**src/rtl/branch_ctrl_unit.sv**
```systemverilog
// Jump/branch control for the fetch path: loadable target table, registered ALU flags
// and a saturating return-address stack for CALL/RET.
module branch_ctrl_unit #(
   parameter int unsigned IW        = 9,
   parameter int unsigned OPW       = 4,
   parameter int unsigned IDXW      = 5,
   parameter int unsigned PCW       = 16,
   parameter int unsigned RAS_DEPTH = 4
) (
   input  logic            Clk,
   input  logic            Reset,
   input  logic [IW-1:0]   Instruction,
   input  logic            ZERO,
   input  logic            GREATER,
   input  logic            flag_we,
   input  logic            advance,
   input  logic [PCW-1:0]  pc_next,
   input  logic            lut_we,
   input  logic [IDXW-1:0] lut_waddr,
   input  logic [PCW-1:0]  lut_wdata,
   output logic            jump_en,
   output logic [PCW-1:0]  Target,
   output logic            ras_overflow,
   output logic            ras_underflow
);

   localparam int unsigned CW      = $clog2(RAS_DEPTH + 1);
   localparam int unsigned Entries = 2 ** IDXW;

   localparam logic [OPW-1:0] kJ    = OPW'(1);
   localparam logic [OPW-1:0] kBRE  = OPW'(2);
   localparam logic [OPW-1:0] kBRGT = OPW'(3);
   localparam logic [OPW-1:0] kCALL = OPW'(4);
   localparam logic [OPW-1:0] kRET  = OPW'(5);

   logic [PCW-1:0]  r_lut [Entries];
   logic [PCW-1:0]  r_ras [RAS_DEPTH];
   logic [CW-1:0]   r_cnt;
   logic            r_zf;
   logic            r_gf;
   logic            r_ovf;
   logic            r_udf;

   logic [OPW-1:0]  w_op;
   logic [IDXW-1:0] w_idx;
   logic [PCW-1:0]  w_lut_rd;
   logic [PCW-1:0]  w_top;
   logic            w_ras_empty;
   logic            w_ras_full;

   assign w_op        = Instruction[IW-1 -: OPW];
   assign w_idx       = Instruction[IDXW-1:0];
   assign w_lut_rd    = r_lut[w_idx];
   assign w_ras_empty = (r_cnt == '0);
   assign w_ras_full  = (r_cnt == CW'(RAS_DEPTH));

   // Top-of-stack mux written as a loop so an empty stack never forms an out-of-range index.
   always_comb begin
      w_top = '0;
      for (int i = 0; i < int'(RAS_DEPTH); i++) begin
         if (CW'(i + 1) == r_cnt) w_top = r_ras[i];
      end
   end

   always_comb begin
      jump_en = 1'b0;
      Target  = '0;
      if (!Reset) begin
         case (w_op)
            kJ, kCALL: begin
               jump_en = 1'b1;
               Target  = w_lut_rd;
            end
            kBRE: begin
               jump_en = r_zf;
               Target  = r_zf ? w_lut_rd : '0;
            end
            kBRGT: begin
               jump_en = r_gf;
               Target  = r_gf ? w_lut_rd : '0;
            end
            kRET: begin
               jump_en = !w_ras_empty;
               Target  = w_ras_empty ? '0 : w_top;
            end
            default: begin
               jump_en = 1'b0;
               Target  = '0;
            end
         endcase
      end
   end

   always_ff @(posedge Clk) begin
      if (Reset) begin
         r_zf  <= 1'b0;
         r_gf  <= 1'b0;
         r_cnt <= '0;
         r_ovf <= 1'b0;
         r_udf <= 1'b0;
         for (int i = 0; i < int'(Entries); i++) r_lut[i] <= '0;
         for (int i = 0; i < int'(RAS_DEPTH); i++) r_ras[i] <= '0;
      end else begin
         if (flag_we) begin
            r_zf <= ZERO;
            r_gf <= GREATER;
         end
         if (lut_we) r_lut[lut_waddr] <= lut_wdata;
         if (advance) begin
            if (w_op == kCALL) begin
               if (w_ras_full) begin
                  r_ovf <= 1'b1;
               end else begin
                  for (int i = 0; i < int'(RAS_DEPTH); i++) begin
                     if (CW'(i) == r_cnt) r_ras[i] <= pc_next;
                  end
                  r_cnt <= r_cnt + CW'(1);
               end
            end else if (w_op == kRET) begin
               if (w_ras_empty) r_udf <= 1'b1;
               else             r_cnt <= r_cnt - CW'(1);
            end
         end
      end
   end

   assign ras_overflow  = r_ovf;
   assign ras_underflow = r_udf;

endmodule
```
**config.mk**
```make
export PLATFORM = sky130hd
export DESIGN_NAME = branch_ctrl_unit
export DESIGN_NICKNAME = d
export VERILOG_FILES = /design/src/rtl/branch_ctrl_unit.sv
export SDC_FILE = /design/constraint.sdc
export NUM_CORES = 1
export LEC_CHECK = 0
export ABC_AREA = 1
export CORE_AREA = 2 2 227 229
export CTS_BUF_LIST = sky130_fd_sc_hd__clkbuf_4
export CTS_CLUSTER_DIAMETER = 100
export DETAILED_ROUTE_END_ITERATION = 8
export DIE_AREA = 0 0 229 231
export GPL_ROUTABILITY_DRIVEN = 0
export HOLD_SLACK_MARGIN = 0.15
export MAX_ROUTING_LAYER = met4
export PLACE_DENSITY = 0.81
export SYNTH_ARGS = -nofsm -noshare
export SYNTH_HDL_FRONTEND = slang
export SYNTH_SLANG_ARGS = --single-unit
```
**constraint.sdc**
```tcl
create_clock -name Clk -period 3.4 [get_ports Clk]
set_input_delay 0.85 -clock Clk [delete_from_list [all_inputs] [get_ports Clk]]
set_output_delay 0.85 -clock Clk [all_outputs]
set_load 0.05 [all_outputs]
```
Word level (Yosys, flattened, before mapping). Memory sizes are Yosys's and may differ from the RTL's. Index checks and enable logic that the tools add are counted.

Input port bits: 53. Logic and storage cells: 85. Memories kept: 2. Register bits after elaboration: 7. RAM bits: 576.

Bitwise logic cells: 5. Eq/ne operators: 12. Multiplexer cells: 51. Reduce and logical (&&, ||, !) cells: 8. Add/sub/neg operators: 2.

Memories: r_lut (depth 32, bits a word 16, rd ports 1, clocked after memory_dff 0, write ports 32, line 36) `logic [PCW-1:0] r_lut [Entries];`; r_ras (depth 4, bits a word 16, rd ports 4, clocked after memory_dff 0, write ports 4, line 37) `logic [PCW-1:0] r_ras [RAS_DEPTH];`.

Operators with widths (number): 16-bit 2-to-1 mux (13); 16-bit one-hot mux with 4 select lines (1); 1-bit 2-to-1 mux (31); 16-bit OR reduction (1); 3-bit 2-to-1 mux (4); 4-bit by 2-bit equality test with 1-bit output (second input constant) (2); 4-bit by 3-bit equality test with 1-bit output (second input constant) (2); 4-bit AND reduction (2); 2-bit by 3-bit equality test with 1-bit output (first input constant) (2); 5-bit 2-to-1 mux (1); 4-bit by 1-bit equality test with 1-bit output (second input constant) (1); 1-bit OR (4); 1-bit one-hot mux with 4 select lines (1); 3-bit by 1-bit adder with 3-bit output (second input constant) (1); 1-bit by 3-bit equality test with 1-bit output (first input constant) (1); 3-bit equality test (first input constant) (1); 3-bit equality test (second input constant) (1); 3-bit zero test (1); 3-bit AND reduction (1); 3-bit by 1-bit subtractor with 3-bit output (second input constant) (1); 2-bit by 1-bit != test with 1-bit output (second input constant) (1); 2-bit != test (second input constant) (1); 2-bit nonzero test (1); 2-bit OR reduction (1); other kinds (2) (2).

Depth between registers and ports, before layout.
Word-level depth: 8. Mapped depth: 12. Gate-level depth less buffers: 10.

Worst setup path after synthesis. OpenSTA, ideal clock, no wires.

Path kind: input -> output. From: input port Instruction[1]. To: output port Target[5]. Arrival: 2.638 ns. Stages: 10. Path slack: -0.088 ns. Cells stage by stage: buf_2 -> clkinv_1 -> buf_2 -> clkbuf_1 -> nand2_1 -> nand3_1 -> nand3_1 -> nand3_1 -> nand3_1 -> a21oi_1.

Word-level cells in the longest chain between the ends: 4.

Ends and longest elaborated chain: start: declaration (line 12) `input logic [IW-1:0] Instruction,`; memory read 32 x 16 bit (*); 16-bit 2-to-1 mux, on equally long branches (line 80, 76); 16-bit one-hot mux with 4 select lines (*) (line 69) `case (w_op)`; 16-bit 2-to-1 mux (*) (line 68) `if (!Reset) begin`; end: declaration (line 22) `output logic [PCW-1:0] Target,`.

Every way passes the cells marked *; elsewhere a longest branch is shown, timed or not.

Final worst setup path.
From: register r_cnt[0]. To: output port Target[0].

Word-level cells in the longest chain between the ends: 8.

Ends and longest elaborated chain: start: declaration (line 38) `logic [CW-1:0] r_cnt;`; start signal: assignment (line 117) `r_cnt <= r_cnt + CW'(1);`; start signal: assignment (line 121) `else r_cnt <= r_cnt - CW'(1);`; 1-bit by 3-bit equality test with 1-bit output (line 61) `if (CW'(i + 1) == r_cnt) w_top = r_ras[i];`; 16-bit 2-to-1 mux (4 in series) (line 61); 16-bit 2-to-1 mux (*) (line 84) `Target = w_ras_empty ? '0 : w_top;`; 16-bit one-hot mux with 4 select lines (*) (line 69); 16-bit 2-to-1 mux (*) (line 68).

Marks and branches as above.

==> flow_summary.json <==
{
  "grt_pass1_vias": 22300,
  "synth-compound-area-share": 0.0158,
  "htree_levels": 4,
  "power_leakage_nw": 14.0,
  "dp_hpwl_um": 48400,
  "status": "finished with violations",
  "first_pass_iters": 8,
  "violations": "negative setup slack",
  "synth.area.mux_share": 0,
  "clock.fmax_mhz": 270,
  "worst_setup_path_end_kind": "output port",
  "pin_count": 72,
  "fin_nets": 3262,
  "overflow": 0,
  "dieArea_um2": 52900,
  "core-area_um2": 50700,
  "avgSynthCellArea_um2": 9.15,
  "holdBufCountCts": 0,
  "clkTransAtPathRegs_ns": 0.07,
  "slowest_stage": "dfxtp_4",
  "die_w_um": 229,
  "path_class": "flop to output port",
  "antenna_found_initial": 2,
  "synthTopCellsByArea": "edfxtp_1, nand2_1, nor2_1",
  "netlist_area_um2": 27600,
  "grt_usage": 0.305,
  "nFillCells": 3780,
  "worstHoldPathType": "flop to flop",
  "insertion_delay_ns": 0.87,
  "regArea_um2": 17400,
  "fin_ws_ns": -0.300,
  "maxSlewViolCount": 0,
  "grt_pass1_wl_um": 120000,
  "path_common_cell": "a21oi_2",
  "worstPathCellList": "buf_6, ha_4, inv_2, nor2_4, buf_8, nand3_1, nand3_2, o21ai_2, a21oi_2, o21ai_1, a21oi_2, buf_12",
  "synth_edf_count": 576,
  "synth_flop_cell": "edfxtp_1",
  "yosys.area_share.simple": 0.284,
  "grt_max_degree": 70,
  "ant_nets": 0,
  "synth_nets": 3071,
  "worstPathMaxFanout": 8,
  "rsz0062_at_grt": "yes",
  "cap_violations": 0,
  "synth_top_family_by_area": "simple AND/OR/NAND/NOR gates",
  "wl_um": 78700,
  "min_period_ns": 3.70,
  "port_buffers": 71,
  "vias": 22800,
  "drive_above_1_share": 0.174,
  "fin_crit_sh": 1.09,
  "drc": 0,
  "synthTopCellsByCount": "nand2_1, nor2_1, edfxtp_1",
  "cts_buffers": 147,
  "syn_to_final_growth_pct": 18.0,
  "yosysTopAreaCellShare": 0.628,
  "synth-seq-cells": 583,
  "clock_path_buffers": 3,
  "wl_per_cell_um": 19.7,
  "viasPerCell": 5.72,
  "drt_iter0_drc": 3343,
  "cp.arrival_ns": 2.85,
  "worstPathRequired_ns": 2.55,
  "synth_most_common_cell": "nand2_1",
  "slew-limit-headroom": 0.612,
  "start_util": 0.544,
  "dieHeight_um": 231,
  "synth_cells": 3012,
  "ys_seq_area_frac": 0.633,
  "synth_warnings": 0,
  "synth_xor_area_frac": 0.000636,
  "power_per_cell_area_nw_per_um2": 489,
  "cts_tree": "yes",
  "yosys.area.top_type": "edfxtp_1",
  "cts_root_buf": "clkbuf_4",
  "worst-slew-pin-transition_ns": 0.582,
  "synth_cell_types": 32,
  "cts.sinks": 583,
  "startpoint_type": "flop",
  "synth-async-reset-ratio": 0,
  "rows": 83,
  "synth-adder-area-share": 0.00272,
  "hold_viol_final": 0,
  "multiInputGateArea_um2": 8770,
  "fin_skew_ns": 0.0222,
  "finalSetupViolCount": 16,
  "place_ws_ns": -0.209,
  "peakVddDrop_mv": 0.297,
  "cpPeakStageDelay_ns": 0.36,
  "final.setup.tns_ns": -3.76
}
## per-stage QoR
stage / hold WS (ns) / utilization / power [mW] / instance area, µm² / std cells
final: 0.474 / 0.642 / 15.9 / 32500 / 3988
after floorplan: 0.463 / - / 9.35 / 27600 / 3012
after CTS: 0.470 / 0.637 / 15.9 / 32300 / 3982
after global placement: 0.452 / 0.592 / 9.97 / 30000 / 3714
after detailed placement: 0.456 / 0.592 / 10.0 / 30000 / 3714
after global routing: 0.502 / 0.642 / 16.5 / 32500 / 3988
## cell families (layout without fill, tap and decap cells)
family                     Yosys count  after routing
xor gates and xnor gates             2              2
other                                0              2
DFF                                583            583
AOI/OAI and AO/OA                   84             84
buffers and inverters              433            727
adders and majority gates            6              6
and+or+nand+nor                   1904           1904
## cell usage in the layout, fill, tap and decap left out, drive strengths merged, types with 4 or more instances in the layout
cell type | Yosys | final
nand2 | 895 | 895
nor2 | 627 | 627
edfxtp | 576 | 576
nand3 | 366 | 366
inv | 222 | 231
clkbuf | 94 | 220
buf | 115 | 199
clkdlybuf4s50 | 0 | 51
o21ai | 41 | 41
a21oi | 37 | 37
clkinv | 2 | 22
nor3 | 12 | 12
dfxtp | 7 | 7
ha | 6 | 6
nand4 | 4 | 4
## power by group
group | total (mW) | leakage (nW) | switching, mW | internal, mW
logic | 1.61 | 7.28 | 1.11 | 0.496
clock network | 5.93 | 1.12 | 2.77 | 3.15
registers | 8.36 | 5.59 | 0.114 | 8.25
## state kept, by name, summed over array words and instances (netlist names)
name,count
r_zf,1
ras_underflow,1
r_gf,1
r_cnt,3
r_lut,512
ras_overflow,1
r_ras,64
## final timing paths
check	to	slack, ns	start	cells past startpoint
min reg2reg	ras_underflow	0.47	ras_underflow	2
max reg2reg	r_ras[0][4]	1.25	r_cnt[0]	8
min	ras_underflow	0.47	ras_underflow	2
max	Target[0]	-0.30	r_cnt[0]	12
## repair_timing
action / in CTS / in global routing
hold endpoints to repair: 0 / 0
cloned: 4 / 1
pin swaps: 42 / 35
endpoints found under the setup margin: 17 / 17
buffers inserted: 12 / 3
resized for setup: 90 / 48
## layer usage
layer,share of wire,vias to the layer above,global-route usage
li1,-,10200,-
met1,0.35,10600,0.370
met2,0.47,1662,0.475
met3,0.12,344,0.0671
met4,0.055,0,0.174
met5,0,-,-
## critical path: cells and delay by family, from the launching register on
kind	cells	cell delay, ns
adder cells (fa/ha/maj)	1	0.14
flip-flops	1	0.36
AO/OA/AOI/OAI	4	0.61
AND/OR/NAND/NOR	3	0.37
buffers and inverters	4	0.49
## final cells by class
class | instances | area share
sequential | 583 | 0.537
tap | 680 | 0.0262
timing repair buffer | 251 | 0.0838
multi-input combinational | 1996 | 0.270
clock buffer | 219 | 0.0506
inverter | 224 | 0.0267
clock inverter | 33 | 0.00639
antenna | 2 | 0.000154
(Power assumes the default switching activity.)
